File: config.mk
export PLATFORM = sky130hd
export DESIGN_NAME = mem_port_arbiter
export DESIGN_NICKNAME = d
export VERILOG_FILES = /design/src/rtl/mem_port_arbiter_pkg.sv /design/src/rtl/mem_arb_grant.sv /design/src/rtl/mem_port_arbiter.sv
export SDC_FILE = /design/constraint.sdc
export NUM_CORES = 1
export LEC_CHECK = 0
export BUFFER_PORTS_ARGS = -buffer_cell sky130_fd_sc_hd__buf_2
export CORE_AREA = 4 4 106 108
export DETAILED_ROUTE_END_ITERATION = 16
export DIE_AREA = 0 0 110 112
export GPL_TIMING_DRIVEN = 0
export HOLD_SLACK_MARGIN = 0.05
export PLACE_DENSITY = 0.58
export SLEW_MARGIN = 20
export SYNTH_ARGS = -nofsm -noshare
export SYNTH_HDL_FRONTEND = slang
export SYNTH_SLANG_ARGS = --single-unit
File: constraint.sdc
create_clock -name clk -period 5.6 [get_ports clk]
set_clock_uncertainty 0.1 [all_clocks]
set_input_delay 0.84 -clock clk [delete_from_list [all_inputs] [get_ports clk]]
set_output_delay 0.84 -clock clk [all_outputs]
set_load 0.01 [all_outputs]
File: src/rtl/mem_port_arbiter_pkg.sv
// Shared constants and types for the instruction/data SRAM port arbiter.
// Owner encoding and default sizing live here so the grant logic and top agree.
package mem_port_arbiter_pkg;

  localparam int unsigned ADDR_W_DEF       = 32;
  localparam int unsigned DATA_W_DEF       = 32;
  localparam int unsigned STARVE_LIMIT_DEF = 3;

  typedef enum logic {
    OWNER_INST = 1'b0,
    OWNER_DATA = 1'b1
  } owner_e;

  // Counter must hold 0..limit; a limit of 0 still needs one bit to exist.
  function automatic int unsigned starve_cnt_width(input int unsigned limit);
    if (limit < 32'd1) begin
      return 32'd1;
    end else begin
      return $clog2(limit + 32'd1);
    end
  endfunction

endpackage

File: src/rtl/mem_arb_grant.sv
// Per-cycle grant decision between fetch and load/store, with the starvation
// counter that forces a fetch grant after STARVE_LIMIT consecutive data wins.
module mem_arb_grant
  import mem_port_arbiter_pkg::*;
#(
  parameter int unsigned STARVE_LIMIT = STARVE_LIMIT_DEF
) (
  input  logic clk,
  input  logic resetn,
  input  logic inst_req,
  input  logic inst_cancel,
  input  logic data_req,
  output logic grant_inst,
  output logic grant_data
);

  localparam int unsigned CNT_W = starve_cnt_width(STARVE_LIMIT);
  localparam logic [CNT_W-1:0] LIMIT_C = CNT_W'(STARVE_LIMIT);

  logic [CNT_W-1:0] starve_cnt_r;
  logic [CNT_W-1:0] starve_cnt_nxt_s;
  logic             force_inst_s;

  // Grant decision and starvation counter next state.
  always_comb begin
    force_inst_s     = inst_req & ~inst_cancel & (starve_cnt_r == LIMIT_C);
    grant_data       = data_req & ~force_inst_s;
    grant_inst       = inst_req & ~inst_cancel & ~grant_data;
    starve_cnt_nxt_s = starve_cnt_r;
    if (grant_inst || !inst_req) begin
      starve_cnt_nxt_s = '0;
    end else if (grant_data && !inst_cancel && (starve_cnt_r != LIMIT_C)) begin
      starve_cnt_nxt_s = starve_cnt_r + CNT_W'(1);
    end else begin
      starve_cnt_nxt_s = starve_cnt_r;
    end
  end

  // Starvation counter register.
  always_ff @(posedge clk or negedge resetn) begin
    if (!resetn) begin
      starve_cnt_r <= '0;
    end else begin
      starve_cnt_r <= starve_cnt_nxt_s;
    end
  end

endmodule

File: src/rtl/mem_port_arbiter.sv
// Shares one synchronous SRAM port between instruction fetch and load/store.
// One access in flight; its response returns exactly one cycle after acceptance.
module mem_port_arbiter
  import mem_port_arbiter_pkg::*;
#(
  parameter int unsigned STARVE_LIMIT = STARVE_LIMIT_DEF,
  parameter int unsigned ADDR_W       = ADDR_W_DEF,
  parameter int unsigned DATA_W       = DATA_W_DEF
) (
  input  logic              clk,
  input  logic              resetn,
  input  logic              inst_req,
  input  logic [ADDR_W-1:0] inst_addr,
  input  logic              inst_cancel,
  output logic              inst_addr_ok,
  output logic              inst_data_ok,
  output logic [DATA_W-1:0] inst_rdata,
  input  logic              data_req,
  input  logic              data_wr,
  input  logic [3:0]        data_wstrb,
  input  logic [ADDR_W-1:0] data_addr,
  input  logic [DATA_W-1:0] data_wdata,
  output logic              data_addr_ok,
  output logic              data_data_ok,
  output logic [DATA_W-1:0] data_rdata,
  output logic              sram_en,
  output logic [3:0]        sram_we,
  output logic [ADDR_W-1:0] sram_addr,
  output logic [DATA_W-1:0] sram_wdata,
  input  logic [DATA_W-1:0] sram_rdata
);

  logic   grant_inst_s;
  logic   grant_data_s;
  logic   resp_valid_r;
  owner_e resp_owner_r;
  logic   resp_wr_r;
  logic   resp_drop_r;

  mem_arb_grant #(
    .STARVE_LIMIT(STARVE_LIMIT)
  ) u_grant (
    .clk        (clk),
    .resetn     (resetn),
    .inst_req   (inst_req),
    .inst_cancel(inst_cancel),
    .data_req   (data_req),
    .grant_inst (grant_inst_s),
    .grant_data (grant_data_s)
  );

  // Request acceptance and SRAM drive; everything is held at 0 during reset.
  always_comb begin
    inst_addr_ok = 1'b0;
    data_addr_ok = 1'b0;
    sram_en      = 1'b0;
    sram_we      = 4'b0000;
    sram_addr    = '0;
    sram_wdata   = '0;
    if (resetn) begin
      inst_addr_ok = grant_inst_s;
      data_addr_ok = grant_data_s;
      sram_en      = grant_inst_s | grant_data_s;
      if (grant_data_s) begin
        sram_addr  = data_addr;
        sram_wdata = data_wdata;
        sram_we    = data_wr ? data_wstrb : 4'b0000;
      end else if (grant_inst_s) begin
        sram_addr  = inst_addr;
      end else begin
        sram_addr  = '0;
      end
    end else begin
      inst_addr_ok = 1'b0;
    end
  end

  // Owner of the single in-flight access, consumed in the following cycle.
  always_ff @(posedge clk or negedge resetn) begin
    if (!resetn) begin
      resp_valid_r <= 1'b0;
      resp_owner_r <= OWNER_INST;
      resp_wr_r    <= 1'b0;
      resp_drop_r  <= 1'b0;
    end else begin
      resp_valid_r <= sram_en;
      resp_owner_r <= grant_data_s ? OWNER_DATA : OWNER_INST;
      resp_wr_r    <= grant_data_s & data_wr;
      resp_drop_r  <= 1'b0;
    end
  end

  // Response steering; a cancelled fetch still completes at the SRAM but is hidden.
  always_comb begin
    inst_data_ok = 1'b0;
    data_data_ok = 1'b0;
    inst_rdata   = '0;
    data_rdata   = '0;
    if (resetn) begin
      inst_data_ok = resp_valid_r & (resp_owner_r == OWNER_INST) & ~resp_drop_r & ~inst_cancel;
      data_data_ok = resp_valid_r & (resp_owner_r == OWNER_DATA);
      inst_rdata   = sram_rdata;
      data_rdata   = resp_wr_r ? '0 : sram_rdata;
    end else begin
      inst_data_ok = 1'b0;
    end
  end

endmodule

---- Yosys cells after proc, flatten, opt, wreduce, memory -nomap -nowiden ----
Cells that the tools add are included.
storage, ports and cells
  register bits after elaboration ......... 5
  input port bits ......................... 138
  output and inout port bits .............. 137
  logic and storage cells ................. 45
cells by class
  add/subtract/negate cells ............... 1
  equality and inequality tests ........... 2
  muxes and demuxes ....................... 19
  bitwise logic cells ..................... 13
  reduce and logical (&&, ||, !) cells .... 6
operators with widths
  operator             number
  $mux 32              8
  $mux 4               3
  $and 1x1->1          8
  $mux 1               6
  $mux 2               2
  $not 1->1            4
  $add 2x1->2 const B  1
  $eq 2x2->1 const B   1
  $logic_and 1x1->1    2
  $logic_not 1->1      2
  $ne 2x2->1 const B   1
  $reduce_bool 2->1    1
  $logic_or 1x1->1     1
  $or 1x1->1           1

---- Depth between registers and ports, before layout ----
Gate-level depths: netlist of the first run.
  depth in word-level cells ............... 10
  mapped depth ............................ 7
  gate-level depth less buffers ........... 4

---- Hierarchy ----
From an unflattened synthesis of the first run, not the netlist that was laid out.
second synthesis, totals
  cell total of the unflattened synthesis .. 182
  area, all modules ....................... 1401.3 um^2
by module, submodules not included
  module            instances  cells each  area an instance (um^2)  seq. area each (um^2)
  mem_port_arbiter  1          169         1267.5                   75.1
  mem_arb_grant     1          13          133.9                    50.0

---- Least setup slack after synthesis of the first run ----
Ideal clock, no wire load.
  path kind ............................... input -> output
  start ................................... input resetn
  end ..................................... output sram_addr[18]
  arrival time ............................ 1.731 ns
  data required time ...................... 4.660 ns
  path slack .............................. 2.929 ns
  stages on the path ...................... 5
  path buffers ............................ 3
  path through ............................ clkbuf_1 -> and3_1 -> buf_2 -> buf_2 -> a22o_1
between the ends
  word-level cells in the longest chain between the ends .. 1
ends and longest elaborated chain
  element             RTL line                text
  start: declaration  mem_port_arbiter.sv:11  input logic resetn,
  $mux 32             mem_port_arbiter.sv:60  if (resetn) begin
  end: declaration    mem_port_arbiter.sv:28  output logic [ADDR_W-1:0] sram_addr,
Every way passes these cells.

---- Final worst setup path of the first run ----
  start ................................... input resetn
  end ..................................... output sram_addr[21]
The elaborated chain is that of the path after synthesis.

==> flow_metrics.env, run 1 <==
export IMPL_p_switching_uw=108
export IMPL_layout_commonest_cell="buf_2"
export IMPL_syn_nets=313
export IMPL_cpPeakStageDelay_ns=0.32
export IMPL_path_max_fanout=10
export IMPL_routed_wl_um=7570
export IMPL_clkPwrFrac=0.231
export IMPL_dieArea_um2=12300
export IMPL_core_area_um2=10200
export IMPL_max_freq_mhz=312
export IMPL_insertedDiodeCount=0
export IMPL_maxCapViolations=0
export IMPL_slowest_stage="clkbuf_1"
export IMPL_ir_worst_vdd_mv=0.0917
export IMPL_rsz0062_at_grt="no"
export IMPL_post_route_min_period_ns=3.21
export IMPL_synth_area_um2=1280
export IMPL_muxShareOfSynthArea=0
export IMPL_cts_resized=0
export IMPL_via_count=2297
export IMPL_setup_viol=0
export IMPL_drt_iter0_markers=42
export IMPL_htree_levels=1
export IMPL_grt_pass1_wl_um=10600
export IMPL_worst_slew_pin_slew_ns=0.440
export IMPL_fp_dieW_um=110
export IMPL_initial_core_util=0.125
export IMPL_cpLargestDelayFamily="buffers and inverters"
export IMPL_cp_arrival_ns=2.27
export IMPL_startpoint_type="input pin"
export IMPL_numClockSinks=5
export IMPL_synth_warnings=0
export IMPL_first_pass_iters=4
export IMPL_final_antenna_net_count=0
export IMPL_n_fill_cell=1109
export IMPL_synthCells=174
export IMPL_area_growth_pct=124
export IMPL_grt_pass1_vias=2231
export IMPL_ys_ff_latch=5
export IMPL_cts_buffers=3
export IMPL_power_density_nw_per_um2=102
export IMPL_insertion_delay_ns=0.22
export IMPL_p_comb_frac=0.634
export IMPL_cp_required_ns=4.66
export IMPL_cts_tree="done"
export IMPL_synth_compound_area_share=0.236
export IMPL_grt_overflow=0
export IMPL_p_sw_frac=0.370
export IMPL_p_leak_uw=0.00187
export IMPL_yosys_area_share_simple=0.570
export IMPL_seqPwrFrac=0.135
export IMPL_rows=37
export IMPL_dp_hpwl_um=6870
export IMPL_path_common_cell="buf_2"
export IMPL_nets=592
export IMPL_fin_util=0.280
export IMPL_clockRootBuffer="clkbuf_8"
export IMPL_end_kind="output pin"
export IMPL_synthAdderAreaFrac=0.00978
export IMPL_antenna_found_initial=0
export IMPL_drc=0
export IMPL_synth_xor_area_frac=0
export IMPL_hold_buffers=0
export IMPL_setup_tns_ns=0
export IMPL_final_layout_size_suffix_gt1_frac=0.644
export IMPL_boundaryPins=275
export IMPL_internal_power_uw=184
export IMPL_relSlewSlack=0.707
export IMPL_synth_top_family_by_area="simple AND/OR/NAND/NOR gates"
export IMPL_path_buf_inv=5
export IMPL_crit_chain="buf_2, clkbuf_1, and3_1, buf_2, buf_2, a22o_1, buf_2"
export IMPL_numPortBuffers=274
export IMPL_grt_use_total=0.105
export IMPL_cts_setup_buffers=0
export IMPL_viasPerCell=3.91
export IMPL_avgSynthCellArea_um2=7.36
export IMPL_cts_buffer_depth=2
export IMPL_ys_types=21
export IMPL_status="finished clean"
export IMPL_die_y_um=112
export IMPL_wl_per_cell_um=12.9
export IMPL_clk_pin_slew_ns=0.03
export IMPL_maxSlewViolCount=0
export IMPL_hold_class="input pin to async pin"
export IMPL_final_cell_mix="buf_2, and2_1, nor2b_1, a22o_1, clkbuf_1"
export IMPL_gp_congestion=0.845
export IMPL_grt_max_degree=11
export IMPL_seq_area_frac_synth=0.0978
export IMPL_critical_path_class="input pin to output pin"
export IMPL_fin_crit_sh=0.572
export IMPL_finalHoldViolations=0
## final timing paths
path | from | end | slack [ns] | cells past startpoint
min | resetn | u_grant.starve_cnt_r[0]$_DFFE_PN0P_ | 0.34 | 1
max reg2reg | u_grant.starve_cnt_r[0]$_DFFE_PN0P_ | u_grant.starve_cnt_r[0]$_DFFE_PN0P_ | 4.18 | 4
max | resetn | sram_addr[21] | 2.39 | 7
min in group clk | u_grant.starve_cnt_r[1]$_DFFE_PN0P_ | u_grant.starve_cnt_r[1]$_DFFE_PN0P_ | 0.44 | 2
min reg2reg | u_grant.starve_cnt_r[1]$_DFFE_PN0P_ | u_grant.starve_cnt_r[1]$_DFFE_PN0P_ | 0.44 | 2
max in group asynchronous | resetn | resp_owner_r$_DFF_PN0_ | 4.92 | 1
## layout make-up
cell class / count / area (um^2) / share of cell area
Tap cell: 136 / 170 / 0.0594
Timing Repair Buffer: 274 / 1370 / 0.478
Sequential cell: 5 / 125 / 0.0436
Multi-Input combinational cell: 150 / 1040 / 0.364
Buffer: 19 / 111 / 0.0388
Clock buffer: 4 / 45.0 / 0.0157
## cell usage after synthesis, drive strengths merged
cell type	count	area [um^2]
nand3b	1	20.0
a22o	31	272
or3	1	6.26
o21a	1	7.51
dfrtp	5	125
clkbuf	9	36.3
a21oi	1	5.00
a21boi	1	7.51
and3	8	55.1
nor2b	34	213
nor3	1	5.00
ha	1	12.5
buf	10	75.1
nand2	2	7.51
nor4bb	1	10.0
and2	65	407
nand2b	1	6.26
a32o	1	10.0
## logic make-up (layout without fill, tap and decap cells)
kind of cell | after synthesis | in the layout
simple gates | 114 | 114
compound gates | 35 | 35
buf+inv | 19 | 297
flops | 5 | 5
fa+ha+maj | 1 | 1
## stage by stage
| step | setup WS [ns] | instances | power [uW] | instance area [um^2] | hold slack (ns) |
|---|---|---|---|---|---|
| finish | 2.39 | 588 | 292 | 2870 | 0.337 |
| floorplan | 2.93 | 174 | 122 | 1280 | 0.413 |
| CTS | 2.34 | 588 | 296 | 2870 | 0.336 |
| detailed placement | 2.35 | 584 | 227 | 2820 | 0.446 |
| global placement | 2.36 | 584 | 225 | 2820 | 0.429 |
| global route | 2.24 | 588 | 316 | 2870 | 0.344 |
## worst reg2reg max path, cell delays in order (launching register included)
cell and delay (ns):
dfrtp_1 0.38, ha_1 0.25, nand2b_1 0.16, or3_1 0.30, a21boi_0 0.15
## power groups by stage
stage                     clock (uW)  combinational [uW]  sequential (uW)
after floorplan                    0                82.8             39.4
after global placement             0                 185             39.8
after detailed placement           0                 187             39.8
after CTS                       68.8                 188             39.4
after global routing            72.8                 204             39.6
final                           67.4                 185             39.4
## layer usage
metal | routed length [um] | up-vias | track usage
met5 | 0 | - | 0
met4 | 0 | 0 | 0.00499
met3 | 749 | 0 | 0.0162
met2 | 4180 | 132 | 0.220
met1 | 2640 | 1021 | 0.111
li1 | - | 1144 | -
## sequential cells by signal, summed over array words and instances (netlist names)
signal and count:
u_grant.starve_cnt_r 2, resp_owner_r 1, resp_valid_r 1, resp_wr_r 1
(Power assumes the default switching activity.)
==> inputs of run 2 (changes only) <==
- CORE_AREA: 4 4 106 108 -> 4 4 105 107
- DIE_AREA: 0 0 110 112 -> 0 0 109 111
- PLACE_DENSITY: 0.58 -> 0.6
- clock period: 5.6 -> 2.9 ns (I/O delays scaled with it)
==> flow_metrics.env, run 2 (synthesized netlist as in run 1, its figures left out) <==
export IMPL_crit_start="u_grant.starve_cnt_r[0]$_DFFE_PN0P_"
export IMPL_final_antenna_net_count=0
export IMPL_startpoint_type="flop"
export IMPL_first_pass_iters=5
export IMPL_insertedDiodeCount=0
export IMPL_multi_input_area_um2=1040
export IMPL_end_kind="output pin"
export IMPL_dp_cells=584
export IMPL_post_route_min_period_ns=2.50
export IMPL_boundaryPins=275
export IMPL_clk_pin_slew_ns=0.03
export IMPL_core_area_um2=10100
export IMPL_relSlewSlack=0.688
export IMPL_setup_viol=0
export IMPL_gp_congestion=0.839
export IMPL_cts_buffers=3
export IMPL_largest_register="u_grant.starve_cnt_r"
export IMPL_cts_tree="done"
export IMPL_insertion_delay_ns=0.22
export IMPL_initial_core_util=0.126
export IMPL_power_density_nw_per_um2=196
export IMPL_cts_buffer_depth=2
export IMPL_p_leak_uw=0.00188
export IMPL_fin_util=0.284
export IMPL_hold_class="input pin to flop"
export IMPL_dp_hpwl_um=6920
export IMPL_cp_arrival_ns=1.96
export IMPL_dieArea_um2=12100
export IMPL_numPortBuffers=274
export IMPL_htree_levels=1
export IMPL_antenna_found_initial=0
export IMPL_n_fill_cell=1083
export IMPL_wl_per_cell_um=13.1
export IMPL_ir_worst_vdd_mv=0.145
export IMPL_rows=37
export IMPL_maxSlewViolCount=0
export IMPL_maxCapViolations=0
export IMPL_grt_use_total=0.112
export IMPL_finalPower_uw=563
export IMPL_status="finished clean"
export IMPL_path_max_fanout=10
export IMPL_regArea_um2=125
export IMPL_fp_dieW_um=109
export IMPL_final_layout_size_suffix_gt1_frac=0.642
export IMPL_cp_required_ns=2.37
export IMPL_layout_commonest_cell="buf_2"
export IMPL_grt_pass1_wl_um=11200
export IMPL_max_freq_mhz=401
export IMPL_final_cell_mix="buf_2, and2_1, nor2b_1, a22o_1, clkbuf_1"
export IMPL_finalHoldViolations=0
export IMPL_nets=593
export IMPL_cts_setup_buffers=0
export IMPL_via_count=2349
export IMPL_viasPerCell=3.99
export IMPL_area_growth_pct=125
export IMPL_setup_tns_ns=0
export IMPL_routed_wl_um=7700
export IMPL_die_y_um=111
export IMPL_clockRootBuffer="clkbuf_8"
export IMPL_rsz0062_at_grt="no"
export IMPL_r2r_start="u_grant.starve_cnt_r[0]$_DFFE_PN0P_"
export IMPL_rrSetupSlack_ns=1.46
export IMPL_grt_max_degree=11
export IMPL_critical_path_class="flop to output pin"
export IMPL_grt_overflow=0
export IMPL_numClockSinks=5
export IMPL_fin_crit_sh=0.861
export IMPL_largest_register_ffs=2
export IMPL_drc=0
export IMPL_drt_iter0_markers=58
export IMPL_grt_pass1_vias=2345
export IMPL_final_cells=589
export IMPL_worst_slew_pin_slew_ns=0.468
export IMPL_min_delay_start="inst_req"
-- run 2: worst max-delay path, stage by stage, from the launching register on --
cell	delay, ns
dfrtp_1	0.38
ha_1	0.25
nand2b_1	0.17
and3_1	0.18
buf_2	0.17
buf_2	0.19
a22o_1	0.26
buf_2	0.14
-- run 2: worst paths after layout --
path                                                             to  cells after the start
worst min register to register  u_grant.starve_cnt_r[1]$_DFFE_PN0P_                      2
worst max register to register  u_grant.starve_cnt_r[0]$_DFFE_PN0P_                      4
max in group asynchronous                    resp_owner_r$_DFF_PN0_                      2
worst min-delay path            u_grant.starve_cnt_r[1]$_DFFE_PN0P_                      2
worst max-delay path                                  sram_addr[24]                      7
min in group asynchronous       u_grant.starve_cnt_r[0]$_DFFE_PN0P_                      2
-- run 2: layer usage --
layer / global-route usage / vias up / share of wire
li1: - / 1153 / -
met1: 0.130 / 1045 / 0.38
met2: 0.209 / 138 / 0.51
met3: 0.0233 / 13 / 0.10
met4: 0.0168 / 0 / 0.0099
met5: 0 / - / 0
-- run 2: area by class of cell --
| cell class | count | area share |
|---|---|---|
| Timing Repair Buffer | 275 | 0.480 |
| Multi-Input combinational cell | 150 | 0.363 |
| Tap cell | 136 | 0.0592 |
| Sequential cell | 5 | 0.0435 |
| Buffer | 19 | 0.0387 |
| Clock buffer | 4 | 0.0157 |
-- run 2: timing repair --
item / CTS / global route
hold buffers: 1 / 0
gates resized for setup: 0 / 0
endpoints found under the hold margin: 5 / 0
-- run 2: power by group --
group          internal [uW]  leakage, uW  switching, uW
sequential              73.6    0.0000644           2.50
clock                   94.3    0.0000228           34.1
combinational            188      0.00179            171
-- run 2: through the flow --
step | worst slack (ns) | instance area (um^2) | hold slack, ns
4_1_cts | 0.368 | 2880 | 0.411
6_report | 0.404 | 2880 | 0.415
5_1_grt | 0.253 | 2880 | 0.416
2_1_floorplan | 0.867 | 1280 | 0.0394
3_3_place_gp | 0.468 | 2820 | 0.166
3_5_place_dp | 0.444 | 2820 | 0.171
==> inputs of run 3 (changes only) <==
- CTS_CLUSTER_DIAMETER: not set -> 40
- MAX_ROUTING_LAYER: not set -> met4
==> flow_metrics.env, run 3 (synthesized netlist as in run 1, its figures left out) <==
export IMPL_gp_congestion=0.852
export IMPL_cts_buffers=3
export IMPL_final_cells=589
export IMPL_grt_pass1_vias=2341
export IMPL_drc=0
export IMPL_path_max_fanout=10
export IMPL_ir_worst_vdd_mv=0.145
export IMPL_r2r_end="u_grant.starve_cnt_r[0]$_DFFE_PN0P_"
export IMPL_maxCapViolations=0
export IMPL_final_layout_size_suffix_gt1_frac=0.642
export IMPL_end_kind="output pin"
export IMPL_core_area_um2=10100
export IMPL_clockRootBuffer="clkbuf_8"
export IMPL_final_cell_mix="buf_2, and2_1, nor2b_1, a22o_1, clkbuf_1"
export IMPL_clk_pin_slew_ns=0.03
export IMPL_dp_cells=584
export IMPL_critical_path_class="flop to output pin"
export IMPL_setup_tns_ns=0
export IMPL_initial_core_util=0.126
export IMPL_post_route_min_period_ns=2.50
export IMPL_area_growth_pct=125
export IMPL_rsz0062_at_grt="no"
export IMPL_hold_class="input pin to flop"
export IMPL_grt_pass1_wl_um=11200
export IMPL_die_y_um=111
export IMPL_fin_crit_sh=0.860
export IMPL_insertion_delay_ns=0.22
export IMPL_cts_tree="done"
export IMPL_htree_levels=1
export IMPL_relSlewSlack=0.688
export IMPL_drt_iter0_markers=58
export IMPL_max_freq_mhz=401
export IMPL_viasPerCell=3.98
export IMPL_cp_required_ns=2.37
export IMPL_grt_overflow=0
export IMPL_wl_per_cell_um=13.1
export IMPL_dpl_instance_area_um2=2820
export IMPL_grt_use_total=0.115
export IMPL_dieArea_um2=12100
export IMPL_largest_register="u_grant.starve_cnt_r"
export IMPL_layout_commonest_cell="buf_2"
export IMPL_setup_viol=0
export IMPL_stdcell_area_um2=2880
export IMPL_grt_max_degree=11
export IMPL_clkPwrFrac=0.228
export IMPL_insertedDiodeCount=0
export IMPL_path_common_cell="buf_2"
export IMPL_antenna_found_initial=0
export IMPL_routed_wl_um=7720
export IMPL_cpPeakStageDelay_ns=0.38
export IMPL_fp_dieW_um=109
export IMPL_first_pass_iters=5
export IMPL_final_antenna_net_count=0
export IMPL_via_count=2343
export IMPL_startpoint_type="flop"
export IMPL_cts_buffer_depth=2
export IMPL_p_switching_uw=208
export IMPL_finalHoldViolations=0
export IMPL_internal_power_uw=356
export IMPL_largest_register_ffs=2
export IMPL_numPortBuffers=274
export IMPL_nets=593
export IMPL_rrSetupSlack_ns=1.46
export IMPL_worst_slew_pin_slew_ns=0.468
export IMPL_maxSlewViolCount=0
export IMPL_p_leak_uw=0.00188
export IMPL_dp_hpwl_um=6920
export IMPL_endpoint="sram_addr[24]"
export IMPL_n_fill_cell=1083
export IMPL_crit_start="u_grant.starve_cnt_r[0]$_DFFE_PN0P_"
export IMPL_r2r_start="u_grant.starve_cnt_r[0]$_DFFE_PN0P_"
export IMPL_p_comb_frac=0.637
export IMPL_numClockSinks=5
export IMPL_min_delay_start="inst_req"
export IMPL_cp_arrival_ns=1.96
export IMPL_p_sw_frac=0.369
export IMPL_worstRegToRegCells=4
export IMPL_cts_resized=0
export IMPL_crit_chain="ha_1, nand2b_1, and3_1, buf_2, buf_2, a22o_1, buf_2"
export IMPL_seqPwrFrac=0.135
export IMPL_rows=37
export IMPL_power_density_nw_per_um2=196
export IMPL_slowest_stage="dfrtp_1"
export IMPL_boundaryPins=275
export IMPL_status="finished clean"
-- run 3: cell counts in the layout (fill, tap and decap cells not counted) --
No cell type changed its count.
-- run 3: cell type report --
type / count / area [um^2] / area share
timing repair buffer: 275 / 1380 / 0.480
multi-input combinational: 150 / 1040 / 0.363
tap: 136 / 170 / 0.0592
sequential: 5 / 125 / 0.0435
buffer: 19 / 111 / 0.0387
clock buffer: 4 / 45.0 / 0.0157
-- run 3: repair_timing --
action                    CTS  global route
hold endpoints to repair    5             0
hold buffers                1             0
buffers inserted            0             0
-- run 3: per-layer routing --
| metal | global-route usage | part of all wire |
|---|---|---|
| met1 | 0.132 | 0.38 |
| met2 | 0.210 | 0.51 |
| met3 | 0.0204 | 0.094 |
| met4 | 0.0152 | 0.0082 |
| met5 | - | 0 |
-- run 3: worst min-delay path by stage --
stage                                           to  slack, ns  cells past startpoint
3_5_place_dp                resp_valid_r$_DFF_PN0_       0.17                      1
4_1_cts        u_grant.starve_cnt_r[1]$_DFFE_PN0P_       0.41                      2
3_3_place_gp                resp_valid_r$_DFF_PN0_       0.17                      1
2_1_floorplan               resp_owner_r$_DFF_PN0_       0.04                      0
6_report       u_grant.starve_cnt_r[1]$_DFFE_PN0P_       0.41                      2
5_1_grt        u_grant.starve_cnt_r[1]$_DFFE_PN0P_       0.42                      2
-- run 3: critical path: cells and delay by family, from the launching register on --
family | cells | cell delay, ns
adders and majority gates | 1 | 0.25
and+or+nand+nor | 2 | 0.35
AOI/OAI and AO/OA | 1 | 0.26
DFF | 1 | 0.38
buffers and inverters | 3 | 0.50
-- run 3: power groups by stage --
stage / Combinational [uW] / Sequential [uW] / Clock [uW]
floorplan: 160 / 76.1 / 0
global route: 395 / 76.8 / 139
global placement: 356 / 76.8 / 0
detailed placement: 361 / 77.0 / 0
finish: 359 / 76.1 / 128
CTS: 364 / 76.1 / 132
-- run 3: per-stage QoR --
| step | total power [uW] | util | worst slack (ns) | hold slack [ns] |
|---|---|---|---|---|
| 2_1_floorplan | 236 | - | 0.867 | 0.0394 |
| 4_1_cts | 571 | 0.284 | 0.368 | 0.411 |
| 5_1_grt | 611 | 0.284 | 0.253 | 0.416 |
| 3_3_place_gp | 433 | 0.278 | 0.468 | 0.166 |
| 3_5_place_dp | 438 | 0.278 | 0.444 | 0.171 |
| 6_report | 564 | 0.284 | 0.405 | 0.415 |
